## src/rtl/hazard_pkg.sv

```systemverilog
// hazard_pkg: forwarding select codes and MDU stall FSM state encoding shared by hazard_unit.
package hazard_pkg;
    localparam logic [1:0] FWD_RF  = 2'b00;
    localparam logic [1:0] FWD_WB  = 2'b01;
    localparam logic [1:0] FWD_MEM = 2'b10;
    typedef enum logic {IDLE = 1'b0, BUSY = 1'b1} mdu_state_e;
endpackage

```

## src/rtl/mdu_stall_fsm.sv

```systemverilog
// mdu_stall_fsm: holds a multi-cycle MDU op in E for MDU_LATENCY cycles, flagging the final one as done.
module mdu_stall_fsm
    import hazard_pkg::*;
#(
    parameter int MDU_LATENCY = 4
) (
    input  logic clk,
    input  logic reset,
    input  logic start,
    output logic mdu_stall,
    output logic mdu_done
);
    localparam int CW = (MDU_LATENCY > 2) ? $clog2(MDU_LATENCY - 1) : 1;
    mdu_state_e state, state_nxt;
    logic [CW-1:0] cnt, cnt_nxt;
    always_ff @(posedge clk) begin
        if (reset) begin
            state <= IDLE;
            cnt <= '0;
        end else begin
            state <= state_nxt;
            cnt <= cnt_nxt;
        end
    end
    // Outputs are forced low while reset is high even though state only clears at the edge.
    always_comb begin
        state_nxt = state;
        cnt_nxt = cnt;
        mdu_stall = 1'b0;
        mdu_done = 1'b0;
        if (!reset) begin
            if (state == IDLE) begin
                if (start) begin
                    mdu_stall = 1'b1;
                    state_nxt = BUSY;
                    cnt_nxt = CW'(MDU_LATENCY - 2);
                end
            end else if (cnt != '0) begin
                mdu_stall = 1'b1;
                cnt_nxt = cnt - CW'(1);
            end else begin
                mdu_done = 1'b1;
                state_nxt = IDLE;
            end
        end
    end
endmodule

```

## src/rtl/hazard_unit.sv

```systemverilog
// hazard_unit: forwarding, load-use stall, branch flush and MDU stall control for the 5-stage core.
// Define HAZARD_PERF_CNT_EN to add saturating stall/flush cycle counters.
module hazard_unit
    import hazard_pkg::*;
#(
    parameter int REG_AW      = 5,
`ifdef HAZARD_PERF_CNT_EN
    parameter int CNT_W       = 32,
`endif
    parameter int MDU_LATENCY = 4
) (
    input  logic              clk,
    input  logic              reset,
    input  logic [REG_AW-1:0] rs1D,
    input  logic [REG_AW-1:0] rs2D,
    input  logic [REG_AW-1:0] rs1E,
    input  logic [REG_AW-1:0] rs2E,
    input  logic [REG_AW-1:0] rdE,
    input  logic [REG_AW-1:0] rdM,
    input  logic [REG_AW-1:0] rdW,
    input  logic              regwriteM,
    input  logic              regwriteW,
    input  logic              loadE,
    input  logic              pcsrcE,
    input  logic              mdu_startE,
    output logic [1:0]        forwardAE,
    output logic [1:0]        forwardBE,
    output logic              stallF,
    output logic              stallD,
    output logic              stallE,
    output logic              flushD,
    output logic              flushE,
    output logic              flushM,
`ifdef HAZARD_PERF_CNT_EN
    output logic [CNT_W-1:0]  stall_cyc,
    output logic [CNT_W-1:0]  flush_cyc,
`endif
    output logic              mdu_doneE
);
    logic lwstall, mdu_stall, branch;
    mdu_stall_fsm #(.MDU_LATENCY(MDU_LATENCY)) u_mdu (
        .clk(clk),
        .reset(reset),
        .start(mdu_startE),
        .mdu_stall(mdu_stall),
        .mdu_done(mdu_doneE)
    );
    // M is the younger producer, so it wins over W; x0 never forwards.
    assign forwardAE = reset ? FWD_RF : (regwriteM && |rdM && rdM == rs1E) ? FWD_MEM
                     : (regwriteW && |rdW && rdW == rs1E) ? FWD_WB : FWD_RF;
    assign forwardBE = reset ? FWD_RF : (regwriteM && |rdM && rdM == rs2E) ? FWD_MEM
                     : (regwriteW && |rdW && rdW == rs2E) ? FWD_WB : FWD_RF;
    assign lwstall = !reset && loadE && |rdE && (rdE == rs1D || rdE == rs2D);
    assign branch = !reset && pcsrcE;
    assign stallF = lwstall || mdu_stall;
    assign stallD = stallF;
    assign stallE = mdu_stall;
    assign flushD = branch && !mdu_stall;
    assign flushE = (lwstall || branch) && !mdu_stall;
    assign flushM = mdu_stall;
    assert property (@(posedge clk) disable iff (reset) $onehot0({pcsrcE, loadE, mdu_startE}));
`ifdef HAZARD_PERF_CNT_EN
    always_ff @(posedge clk) begin
        if (reset) begin
            stall_cyc <= '0;
            flush_cyc <= '0;
        end else begin
            if (stallF && !(&stall_cyc)) stall_cyc <= stall_cyc + CNT_W'(1);
            if (flushE && !(&flush_cyc)) flush_cyc <= flush_cyc + CNT_W'(1);
        end
    end
`endif
endmodule

```

## config.mk

```make
export PLATFORM = sky130hd
export DESIGN_NAME = hazard_unit
export DESIGN_NICKNAME = d
export VERILOG_FILES = /design/src/rtl/hazard_pkg.sv /design/src/rtl/mdu_stall_fsm.sv /design/src/rtl/hazard_unit.sv
export SDC_FILE = /design/constraint.sdc
export NUM_CORES = 1
export LEC_CHECK = 0
export ABC_AREA = 1
export CAP_MARGIN = 20
export CELL_PAD_IN_SITES_DETAIL_PLACEMENT = 1
export CELL_PAD_IN_SITES_GLOBAL_PLACEMENT = 1
export CORE_MARGIN = 8
export CORE_UTILIZATION = 22
export CTS_CLUSTER_SIZE = 30
export DETAILED_ROUTE_END_ITERATION = 16
export GPL_TIMING_DRIVEN = 0
export PLACE_DENSITY_LB_ADDON = 0.05
export RECOVER_POWER = 25
export SLEW_MARGIN = 15
export SYNTH_ARGS = -nofsm -noshare
export SYNTH_HDL_FRONTEND = slang
export SYNTH_HIERARCHICAL = 1
export SYNTH_SLANG_ARGS = --single-unit
```

## constraint.sdc

```tcl
create_clock -name clk -period 3.2 [get_ports clk]
set_input_delay 0.32 -clock clk [delete_from_list [all_inputs] [get_ports clk]]
set_output_delay 0.32 -clock clk [all_outputs]
set_load 0.05 [all_outputs]
```

==> flow_metrics.env <==
export IMPL_fillCellCount=424
export IMPL_netlist_area_sq_um=707
export IMPL_wl_met2_microns=1430
export IMPL_fin_ws_ns=0.514
export IMPL_crit_path_max_incr_delay_ns=0.83
export IMPL_yosysSeqAreaShare_pct=8.50
export IMPL_slew_viol_final=0
export IMPL_grt_first_pass_wirelength_microns=4750
export IMPL_drt_total_wl_microns=2660
export IMPL_maxCapViolations=0
export IMPL_cts_tree="done"
export IMPL_antenna_found_initial=0
export IMPL_initial_core_util_pct=23.2
export IMPL_grt_max_degree=8
export IMPL_synth_seq_cells=3
export IMPL_multi_input_area_sq_um=542
export IMPL_synth_area_leaders="xnor2_1 25%, nand2_1 21%, nor2_1 14%"
export IMPL_die_area_sq_um=5280
export IMPL_highest_layer="met4"
export IMPL_hold_viol=0
export IMPL_period_share_pct=83.9
export IMPL_wl_met3_microns=184
export IMPL_seqCellArea_sq_um=60.1
export IMPL_setup_violations=0
export IMPL_grt_pass1_vias=1099
export IMPL_rsz0062_at_grt="no"
export IMPL_status="finished clean"
export IMPL_drt_met1_wl_microns=1040
export IMPL_fin_nets=236
export IMPL_gp_congestion=0.725
export IMPL_post_place_ws_ns=0.501
export IMPL_cts_resized=0
export IMPL_dr_pass1_iters=4
export IMPL_crit_slowest_cell="clkdlybuf4s50_1"
export IMPL_yosys_cell_types_count=15
export IMPL_cts_hold_buf=0
export IMPL_cts_root_buf="clkbuf_4"
export IMPL_syn_num_nets=179
export IMPL_synth_area_per_cell_sq_um=5.20
export IMPL_h_tree_depth=1
export IMPL_yosysTopAreaCell="xnor2_1"
export IMPL_cpMostUsedCell="a21oi_1"
export IMPL_critical_path_class="primary input to output port"
export IMPL_clockBufferDepth=2
export IMPL_critPathMaxFanout=7
export IMPL_core_sq_um=3050
export IMPL_insertion_delay_ns=0.23
export IMPL_dpl_hpwl_microns=2530
export IMPL_first_iter_violations=20
export IMPL_max_freq_ghz=0.372
export IMPL_port_buffer_count=52
export IMPL_syn_inst=136
export IMPL_num_rows=20
export IMPL_overflow=0
export IMPL_antenna_cells=0
export IMPL_worstPathRequired_ns=2.88
export IMPL_powerDensity_nw_per_um2=228
export IMPL_finClkSkew_ns=0.00242
export IMPL_slew_headroom_pct=66.0
export IMPL_p_leak_nw=0.608
export IMPL_ir_worst_vdd_v=0.0000684
export IMPL_crit_path_start_kind="primary input"
export IMPL_vias=958
export IMPL_path_cells="dlygate4sd3_1, inv_1, o21ai_0, a21oi_1, nand3_1, a21oi_1, clkdlybuf4s50_1"
export IMPL_final_cell_mix="51 x clkdlybuf4s50_1, 40 x nand2_1, 26 x nor2_1, 20 x xnor2_1, 19 x inv_1"
export IMPL_yosysWarnings=6
export IMPL_netlist_area_leader_share_pct=24.8
export IMPL_die_h_microns=72.7
export IMPL_grtUsageTotal_pct=10.9
export IMPL_ant_nets=0
export IMPL_placed_area_sq_um=1280
export IMPL_crit_arrival_ns=2.37
export IMPL_drive_above_1_share_pct=5.73
export IMPL_cts_buffers=3
export IMPL_tightest_slew_ns=0.508
export IMPL_area_growth_pct=85.1
export IMPL_clk_pin_slew_ns=0.03
export IMPL_layout_commonest_cell="clkdlybuf4s50_1"
export IMPL_drc=0
export IMPL_utilization_pct=42.9
export IMPL_pin_count=53
export IMPL_hold_class="flop to flop"
export IMPL_setup_tns_ns=0
export IMPL_avgViaCountPerCell=4.06
export IMPL_layout_min_cycle_time_ns=2.69
export IMPL_avgRoutedWirePerCell_microns=11.3
export IMPL_cts_sinks=3
export IMPL_endpoint_kind="output port"
export IMPL_post_cts_buffers=0
export IMPL_die_w_microns=72.7
export IMPL_stdcell_area_sq_um=1310
## per-stage QoR
step	hold slack [ns]	instances	total power [W]
detailed placement	0.461	232	0.000237
CTS	0.471	236	0.000305
floorplan	0.438	136	0.000142
global route	0.557	236	0.000324
finish	0.469	236	0.000298
global placement	0.460	232	0.000232
## cell families (layout without fill, tap and decap cells)
kind of cell	after synthesis	after routing	share of synthesized area (%)
buf+inv	26	82	14.9
flops	3	3	8.50
xor+xnor	21	21	26.0
fa+ha+maj	1	1	1.77
compound gates	7	7	4.95
simple gates	78	78	43.9
## registers in the layout (all words and copies together) (netlist names)
| signal | count |
|---|---|
| u_mdu/cnt | 2 |
| u_mdu/state | 1 |
## power breakdown
part,switching [W],internal (W),total [W],leakage [nW]
combinational,0.0000946,0.0000949,0.000189,0.568
sequential,0.00000239,0.0000414,0.0000438,0.0249
clock,0.0000181,0.0000466,0.0000648,0.0150
## synthesized netlist by cell type, drive strengths merged
| master | n |
|---|---|
| dfxtp | 3 |
| inv | 24 |
| nor2 | 26 |
| nand4 | 1 |
| nand3 | 10 |
| buf | 2 |
| ha | 1 |
| xor2 | 1 |
| nand2 | 41 |
| a21oi | 3 |
| xnor2 | 20 |
| o21ai | 4 |
## layout make-up
type	instances	area share [%]
plain buffers	2	1.15
well taps	44	4.21
inverters	24	6.88
repair buffers	52	39.8
flip-flops and latches	3	4.59
clock buffers	4	2.01
multi-input cells	107	41.4
## worst paths after layout
| path | endpoint | startpoint | slack, ns | depth (start not counted) |
|---|---|---|---|---|
| max | forwardBE[0] | reset | 0.51 | 7 |
| min | u_mdu/cnt[1] | u_mdu/cnt[1] | 0.47 | 2 |
| max reg2reg | u_mdu/state | u_mdu/cnt[0] | 2.06 | 5 |
| min reg2reg | u_mdu/cnt[1] | u_mdu/cnt[1] | 0.47 | 2 |
## worst max-delay path, delay by kind of cell
family	cells	cell delay, ns
buffers and inverters	3	1.61
AND/OR/NAND/NOR	1	0.09
AO/OA/AOI/OAI	3	0.35
## metal layers
metal / track usage, % / vias up
li1: - / 517
met2: 20.6 / 24
met4: 2.67 / 0
met1: 11.4 / 415
met3: 3.02 / 2
met5: 0 / -
No activity file was read; power rests on OpenSTA's default activity.
